File: config.mk
export PLATFORM = sky130hd
export DESIGN_NAME = alu_main_flat
export DESIGN_NICKNAME = d
export VERILOG_FILES = /design/src/rtl/alu_pkg.sv /design/src/rtl/alu_if.sv /design/src/rtl/alu_core.sv /design/src/rtl/alu_main.sv /design/src/flat_wrapper.sv
export SDC_FILE = /design/constraint.sdc
export NUM_CORES = 1
export LEC_CHECK = 0
export CORE_AREA = 2 2 128 118
export DETAILED_ROUTE_END_ITERATION = 12
export DIE_AREA = 0 0 130 120
export DONT_BUFFER_PORTS = 1
export GPL_ROUTABILITY_DRIVEN = 1
export PLACE_DENSITY_LB_ADDON = 0.12
export SYNTH_ARGS = -nofsm -noshare
export SYNTH_HDL_FRONTEND = slang
export SYNTH_HIERARCHICAL = 1
export SYNTH_SLANG_ARGS = --single-unit
export TNS_END_PERCENT = 1
File: constraint.sdc
create_clock -name clk -period 6.5 [get_ports clk]
set_input_delay 0.65 -clock clk [delete_from_list [all_inputs] [get_ports clk]]
set_output_delay 0.65 -clock clk [all_outputs]
set_load 0.02 [all_outputs]
File: src/rtl/alu_pkg.sv
// alu_pkg: shared state encoding, operand/op select bit indices and default width for the ALU.
package alu_pkg;
    localparam int WIDTH_DEF = 8;
    typedef enum logic [1:0] {
        OFF     = 2'b00,
        READY   = 2'b01,
        RUNNING = 2'b10,
        RUN_ERR = 2'b11
    } state_t;
    localparam int OP_AND = 0;
    localparam int OP_OR  = 1;
    localparam int OP_XOR = 2;
    localparam int OP_NOT = 3;
    localparam int OP_ADD = 4;
    localparam int OP_SUB = 5;
    localparam int OP_MUL = 6;
    localparam int SEL_PERSIST = 0;
    localparam int SEL_LOAD    = 1;
    localparam int SEL_CLEAR   = 2;
endpackage

File: src/rtl/alu_if.sv
// alu_if: ALU operand/op request bundle plus result, operand and state visibility.
interface alu_if #(parameter int WIDTH = 8);
    logic             on;
    logic [2:0]       in_sel;
    logic [WIDTH-1:0] num1;
    logic [WIDTH-1:0] num2;
    logic [6:0]       out_sel;
    logic [WIDTH-1:0] final1;
    logic [WIDTH-1:0] final2;
    logic [WIDTH-1:0] out;
    logic [1:0]       currState;
    logic [1:0]       nextState;
    modport master (
        output on, in_sel, num1, num2, out_sel,
        input  final1, final2, out, currState, nextState
    );
    modport slave (
        input  on, in_sel, num1, num2, out_sel,
        output final1, final2, out, currState, nextState
    );
endinterface

File: src/rtl/alu_core.sv
// alu_core: combinational one-hot-priority ALU producing a WIDTH-bit result and an overflow/underflow flag.
// ALU_SATURATE_EN: on err, MUL/ADD clamp to all-ones and SUB clamps to zero.
module alu_core
    import alu_pkg::*;
#(
    parameter int WIDTH = WIDTH_DEF
) (
    input  logic [WIDTH-1:0] i_a,
    input  logic [WIDTH-1:0] i_b,
    input  logic [6:0]       i_op,
    output logic [WIDTH-1:0] o_result,
    output logic             o_err
);
    logic [2*WIDTH-1:0] w_prod;
    logic [WIDTH:0]     w_sum;
    assign w_prod = {{WIDTH{1'b0}}, i_a} * {{WIDTH{1'b0}}, i_b};
    assign w_sum  = {1'b0, i_a} + {1'b0, i_b};
    always_comb begin
        o_result = '0;
        o_err    = 1'b0;
        if (i_op[OP_MUL]) begin
            o_result = w_prod[WIDTH-1:0];
            o_err    = |w_prod[2*WIDTH-1:WIDTH];
        end else if (i_op[OP_SUB]) begin
            o_result = i_a - i_b;
            o_err    = i_a < i_b;
        end else if (i_op[OP_ADD]) begin
            o_result = w_sum[WIDTH-1:0];
            o_err    = w_sum[WIDTH];
        end else if (i_op[OP_NOT]) begin
            o_result = ~i_a;
        end else if (i_op[OP_XOR]) begin
            o_result = i_a ^ i_b;
        end else if (i_op[OP_OR]) begin
            o_result = i_a | i_b;
        end else if (i_op[OP_AND]) begin
            o_result = i_a & i_b;
        end
`ifdef ALU_SATURATE_EN
        // err only arises from MUL, SUB or ADD; SUB outranks ADD in the priority chain
        if (o_err)
            o_result = (i_op[OP_MUL] || !i_op[OP_SUB]) ? '1 : '0;
`endif
    end
endmodule

File: src/rtl/alu_main.sv
// alu_main: registered accumulator ALU with operand muxing and an Off/Ready/Running/RunErr power state machine.
// Optional ALU_SATURATE_EN (in alu_core) clamps overflowing results instead of truncating.
module alu_main
    import alu_pkg::*;
#(
    parameter int WIDTH = WIDTH_DEF
) (
    input  logic clk,
    input  logic rst,
    alu_if.slave bus
);
    state_t           r_state;
    state_t           w_next;
    logic [WIDTH-1:0] r_out;
    logic [WIDTH-1:0] w_a;
    logic [WIDTH-1:0] w_b;
    logic [WIDTH-1:0] w_result;
    logic             w_err;
    logic             w_clear;
    assign w_clear = bus.in_sel[SEL_CLEAR];
    assign w_a = w_clear               ? '0       :
                 bus.in_sel[SEL_LOAD]    ? bus.num1 :
                 bus.in_sel[SEL_PERSIST] ? r_out    : bus.num1;
    assign w_b = w_clear ? '0 : bus.num2;
    alu_core #(.WIDTH(WIDTH)) u_core (
        .i_a      (w_a),
        .i_b      (w_b),
        .i_op     (bus.out_sel),
        .o_result (w_result),
        .o_err    (w_err)
    );
    // clear overrides err in Running/RunErr, so a cleared cycle never reports an error
    always_comb begin
        w_next = !bus.on                            ? OFF     :
                 (r_state == OFF)                   ? READY   :
                 (r_state == READY)                 ? RUNNING :
                 (w_clear || r_state == RUN_ERR)    ? READY   :
                 w_err                              ? RUN_ERR : RUNNING;
    end
    always_ff @(posedge clk or negedge rst) begin
        if (!rst) begin
            r_state <= OFF;
            r_out   <= '0;
        end else begin
            r_state <= w_next;
            if (bus.on)
                r_out <= w_clear ? '0 : w_result;
        end
    end
    assign bus.final1    = w_a;
    assign bus.final2    = w_b;
    assign bus.out       = r_out;
    assign bus.currState = r_state;
    assign bus.nextState = w_next;
endmodule

File: src/flat_wrapper.sv
// flat-port wrapper written by rule: the top's interface ports become plain ports
module alu_main_flat import alu_pkg::*;
#(
    parameter int WIDTH = WIDTH_DEF
)
  (clk, rst, bus_on, bus_in_sel, bus_num1, bus_num2, bus_out_sel, bus_final1, bus_final2, bus_out, bus_currState, bus_nextState);
  alu_if #(.WIDTH(WIDTH)) bus_i ();
  input  logic clk;
  input  logic rst;
  input wire logic [$bits(bus_i.on)-1:0] bus_on;
  input wire logic [$bits(bus_i.in_sel)-1:0] bus_in_sel;
  input wire logic [$bits(bus_i.num1)-1:0] bus_num1;
  input wire logic [$bits(bus_i.num2)-1:0] bus_num2;
  input wire logic [$bits(bus_i.out_sel)-1:0] bus_out_sel;
  output wire logic [$bits(bus_i.final1)-1:0] bus_final1;
  output wire logic [$bits(bus_i.final2)-1:0] bus_final2;
  output wire logic [$bits(bus_i.out)-1:0] bus_out;
  output wire logic [$bits(bus_i.currState)-1:0] bus_currState;
  output wire logic [$bits(bus_i.nextState)-1:0] bus_nextState;
  assign bus_i.on = bus_on;
  assign bus_i.in_sel = bus_in_sel;
  assign bus_i.num1 = bus_num1;
  assign bus_i.num2 = bus_num2;
  assign bus_i.out_sel = bus_out_sel;
  assign bus_final1 = bus_i.final1;
  assign bus_final2 = bus_i.final2;
  assign bus_out = bus_i.out;
  assign bus_currState = bus_i.currState;
  assign bus_nextState = bus_i.nextState;
  alu_main #(.WIDTH(WIDTH)) u_core (.clk(clk), .rst(rst), .bus(bus_i));
endmodule
; ---- Word-level counts from Yosys, hierarchy flattened
; Cells that the tools add are included.
[classes]
n_addsub = 2
multipliers = 1
n_lt_le_gt_ge = 1
eq_ne = 2
mux = 20
bitwise_logic = 4
n_reduce_logical = 3
[op_table]
columns = operator, n
row1 = two-way mux 8 bit, 12
row2 = multiplier 8 x 8 -> 16 bit, 1
row3 = adder 8 x 8 -> 9 bit, 1
row4 = bitwise AND 8 bit, 1
row5 = less-than comparator 8 bit, 1
row6 = two-way mux 2 bit, 4
row7 = inverter 8 bit, 1
row8 = OR 8 bit, 1
row9 = OR reduction 8 bit, 1
row10 = subtractor 8 bit, 1
row11 = bitwise XOR 8 bit, 1
row12 = two-way mux 1 bit, 4
row13 = "== test 2 x 1 -> 1 bit, second input constant", 1
row14 = "== test 2 bit, second input constant", 1
row15 = zero test 2 bit, 1
row16 = logical OR 1 bit, 1
[word_totals]
reg_bits = 10
inputBits = 29
wordCells = 35

; ---- Longest topological paths before layout
[depth]
word_depth = 12
ltp_mapped = 22

; ---- Cells and area by module
; The synthesis kept the hierarchy.
[by_module_without_submodules]
columns = module, instances, cells_each, area_each_um2
row1 = alu_core, 1, 449, 3278.1
row2 = alu_main, 1, 64, 648.1

; ---- Worst setup path before layout
; Ideal clock, no wire load.
[synth_timing]
path_type = in2out
from = in bus_in_sel[1]
to = out bus_nextState[0]
arrival_time_ns = 5.883
required_ns = 5.850
setup_slack_ns = -0.033
cell_stages = 18
path_buffers = 0
path_cell_list = and2b_1 o21ai_1 ha_1 fa_1 inv_1 fa_1 fa_1 fa_1 inv_1 ha_1 a21oi_1 nand2_1 o41a_1 a221o_1 a21oi_2 xnor2_1 a32oi_1 o311a_1
[synth_between]
elab_chain_len = 11
[synth_lines]
columns = item, line_no
row1 = start: declaration, flat_wrapper.sv:11  ; input wire logic [$bits(bus_i.in_sel)-1:0] bus_in_sel;
row2 = two-way mux 8 bit *, alu_main.sv:22  ; bus.in_sel[SEL_LOAD] ? bus.num1 :
row3 = two-way mux 8 bit *, alu_main.sv:21  ; assign w_a = w_clear ? '0 :
row4 = net bus_final1[4], flat_wrapper.sv:15  ; output wire logic [$bits(bus_i.final1)-1:0] bus_final1;
row5 = branches (longest 3 deep; another with multiplier 8 x 8 -> 16 bit), --
row6 = two-way mux 1 bit *, alu_core.sv:21  ; if (i_op[OP_MUL]) begin
row7 = net u_core.w_err, alu_main.sv:18  ; logic w_err;
row8 = two-way mux 1 bit *, alu_main.sv:38  ; w_err ? RUN_ERR : RUNNING;
row9 = two-way mux 2 bit *, alu_main.sv:37  ; (w_clear || r_state == RUN_ERR) ? READY :
row10 = two-way mux 2 bit *, alu_main.sv:36  ; (r_state == READY) ? RUNNING :
row11 = two-way mux 2 bit *, alu_main.sv:35  ; (r_state == OFF) ? READY :
row12 = two-way mux 2 bit *, alu_main.sv:34  ; w_next = !bus.on ? OFF :
row13 = end: declaration, flat_wrapper.sv:19  ; output wire logic [$bits(bus_i.nextState)-1:0] bus_nextState;
; Mark *: on every way through the listed nets, which the timed path passes.

; ---- Worst setup path after layout
[layout_timing]
from = in bus_in_sel[1]
to = out bus_nextState[0]
[layout_between]
elab_chain_len = 11
[layout_lines]
columns = item, line_no
row1 = two-way mux 8 bit *, alu_main.sv:22
row2 = two-way mux 8 bit *, alu_main.sv:21
row3 = branches (longest 3 deep; another with multiplier 8 x 8 -> 16 bit), --
row4 = two-way mux 1 bit *, alu_core.sv:21
row5 = net u_core.w_err, alu_main.sv:18
row6 = two-way mux 1 bit *, alu_main.sv:38
row7 = two-way mux 2 bit *, alu_main.sv:37
row8 = two-way mux 2 bit *, alu_main.sv:36
row9 = two-way mux 2 bit *, alu_main.sv:35
row10 = two-way mux 2 bit *, alu_main.sv:34
; Marked as above.

==> flow_summary.json <==
{
  "critPathRequiredTime_ns": 5.85,
  "clkSlewWorstSetupHoldPaths_ns": 0.04,
  "synth-simple-area-share_pct": 21.2,
  "power.density_mw_per_mm2": 113,
  "dpl.cell_count": 768,
  "first_pass_iters": 6,
  "gr-total-overflow": 0,
  "fin_skew_ns": 0.00219,
  "htreeDepth": 1,
  "critPathLaunchType": "input pin",
  "finish.instance_area_mm2": 0.00492,
  "synth_xor_area_share_pct": 2.45,
  "drt_iter0_markers": 137,
  "clock_path_buffers": 2,
  "leakage_nw": 2.31,
  "vias": 3794,
  "dp_hpwl_um": 11600,
  "worst_pin_slew_ns": 0.540,
  "coreArea_mm2": 0.0143,
  "max_cap_violations": 0,
  "relSlewSlack_pct": 64.0,
  "rows": 42,
  "hold_viol": 0,
  "crit_fanout": 9,
  "routed_wl_um": 13700,
  "die_w_um": 130,
  "ys_types": 52,
  "io_pins": 57,
  "post-route-period-util_pct": 97.4,
  "layoutNonFillerInstCount": 772,
  "viasPerCell": 4.91,
  "clock_sinks": 10,
  "route.detailed.drc": 0,
  "io_buffers": 0,
  "crit_type": "input pin to primary output",
  "dieArea_mm2": 0.0156,
  "synth-compound-area-share_pct": 19.6,
  "clock_latency_ns": 0.24,
  "syn2layout_area_growth_pct": 25.4,
  "die_h_um": 120,
  "avgRoutedWirePerCell_um": 17.7,
  "root_buffer": "clkbuf_16",
  "grt_use_total_pct": 17.7,
  "yosys.area_share.adder_pct": 38.5,
  "dp_slack_ns": -0.112,
  "final_nets": 702,
  "status": "completed",
  "route.antenna.remaining_nets": 0,
  "dpl_cell_area_mm2": 0.00466,
  "ys_ff_latch": 10,
  "tritoncts": "yes",
  "synthCells": 513,
  "synthFlopType": "dfrtp_1",
  "synth_warnings": 6,
  "gp_congestion": 0.862,
  "vdd.ir_drop.worst_mv": 0.160,
  "antenna_found_initial": 1,
  "end_kind": "primary output",
  "start_util_pct": 27.4,
  "nFillCells": 1535,
  "grt_max_degree": 29,
  "hold_class": "input pin to async pin",
  "setup_viol": 0,
  "grt_first_pass_wirelength_um": 21400,
  "period_needed_ns": 6.33,
  "avgSynthCellArea_um2": 7.65,
  "ys_seq_area_share_pct": 6.37,
  "arrival_ns": 5.68,
  "synth_area_mm2": 0.00393,
  "async_flop_share_pct": 100,
  "setup_slack_ns": 0.169,
  "synth_top_family_by_area": "adder cells",
  "diodes": 0,
  "cts_buffers": 3,
  "post_cts.repair.setup_buffers": 0,
  "synth_nets": 640,
  "post-route-util_pct": 34.3,
  "synth-edff-count": 0,
  "drive_gt1_share_pct": 19.9,
  "yosys-mux-area-fraction_pct": 1.59,
  "drv_slew": 0,
  "first_global_vias": 3806,
  "fmax_ghz": 0.158
}
[what timing repair did]
item / CTS / global route
pin swaps: 3 / 13
resized for setup: 8 / 32
hold buffers: 0 / 0
endpoints found under the setup margin: 1 / 1
[Yosys cell counts, types with 9 or more instances]
cell type,count,area share [%]
a21oi_1,39,5.0
clkbuf_1,14,1.3
dfrtp_1,10,6.4
fa_1,38,19
ha_1,60,19
inv_1,83,7.9
nand2_1,42,4.0
nand2b_1,19,3.0
nor2_1,54,5.2
nor2b_1,14,2.2
o21ai_0,14,1.8
o21ai_1,19,2.4
xnor2_1,9,2.0
[where the power goes]
| group | internal [mW] | leakage (nW) | switching (mW) |
|---|---|---|---|
| clock | 0.0930 | 0.0442 | 0.0345 |
| combinational | 0.156 | 2.13 | 0.191 |
| sequential | 0.0692 | 0.132 | 0.0138 |
| total | 0.318 | 2.31 | 0.239 |
[final timing paths]
check / start / endpoint / slack [ns] / depth (start not counted)
worst max register to register: u_core/bus.out[4] / u_core/bus.currState[0] / 1.06 / 19
worst min-delay path: rst / u_core/bus.out[3] / 0.1 / 0
worst max-delay path: bus_in_sel[1] / bus_nextState[0] / 0.17 / 20
min in group clk: bus_on / u_core/bus.out[1] / 0.49 / 1
max in group asynchronous: rst / u_core/bus.out[5] / 6.33 / 0
worst min register to register: u_core/bus.out[3] / u_core/bus.out[3] / 0.66 / 2
[registers in the layout (all words and copies together), names as in the netlist]
register,flops
u_core/bus.currState,2
u_core/bus.out,8
[layout make-up]
class	instances	area [um^2]	share of cell area, %
multi-input combinational	400	3440	69.9
timing repair buffer	74	571	11.6
inverter	86	323	6.56
sequential	10	250	5.08
clock buffer	4	88.8	1.80
tap	198	248	5.03
[kinds of logic (layout without fill, tap and decap cells)]
kind of cell,count (synthesis),in the layout
multiplexers,6,6
flip-flops,10,10
adder cells (fa/ha/maj),98,98
buffers and inverters,103,164
XOR/XNOR,11,11
AND/OR/NAND/NOR,162,162
AO/OA/AOI/OAI,123,123
[worst max-delay path, cell delays in order]
cell	delay, ns
and2b_4	0.28
buf_6	0.14
o21ai_4	0.08
ha_2	0.22
fa_1	0.55
inv_1	0.06
fa_1	0.52
fa_1	0.45
fa_1	0.55
inv_1	0.06
ha_4	0.26
a21oi_2	0.16
nand2_2	0.08
o41a_1	0.42
a221o_1	0.36
a21oi_2	0.14
xnor2_1	0.12
a32oi_1	0.07
buf_4	0.17
o311a_4	0.35
[metrics by stage]
step                      hold WS [ns]  power (mW)  setup TNS [ns]
after floorplan                  0.354       0.297               0
after global placement           0.355       0.409         -0.0633
after detailed placement         0.355       0.408          -0.112
after CTS                       0.0982       0.547               0
after global routing            0.0950       0.599       -0.000635
final                           0.0979       0.558               0
[per-layer routing]
metal / vias up / GRT usage (%) / wire (um)
met2: 113 / 28.6 / 5970
met1: 1820 / 24.9 / 6400
met5: - / 0 / 0
met4: 0 / 3.56 / 402
li1: 1840 / - / -
met3: 21 / 3.03 / 919
[cell usage in the layout, fill, tap and decap left out, types with 3 or more instances in the layout]
cell type and n:
a211oi_1 7, a21oi_1 37, a21oi_2 3, a221o_1 3, a22o_1 8, a31oi_1 3
buf_4 70, buf_6 4, clkbuf_16 3, dfrtp_1 10, fa_1 37, ha_1 56
ha_4 3, inv_1 80, inv_2 5, mux2i_1 4, nand2_1 41, nand2b_1 19
nand3b_1 4, nand4bb_1 8, nor2_1 49, nor2_2 5, nor2b_1 14, nor3_1 5
o21ai_0 11, o21ai_1 14, o21ai_2 3, o21ai_4 5, o21bai_1 7, o22ai_1 3
o31ai_1 3, xnor2_1 9
Note: power is estimated with default switching activity, not from simulation.
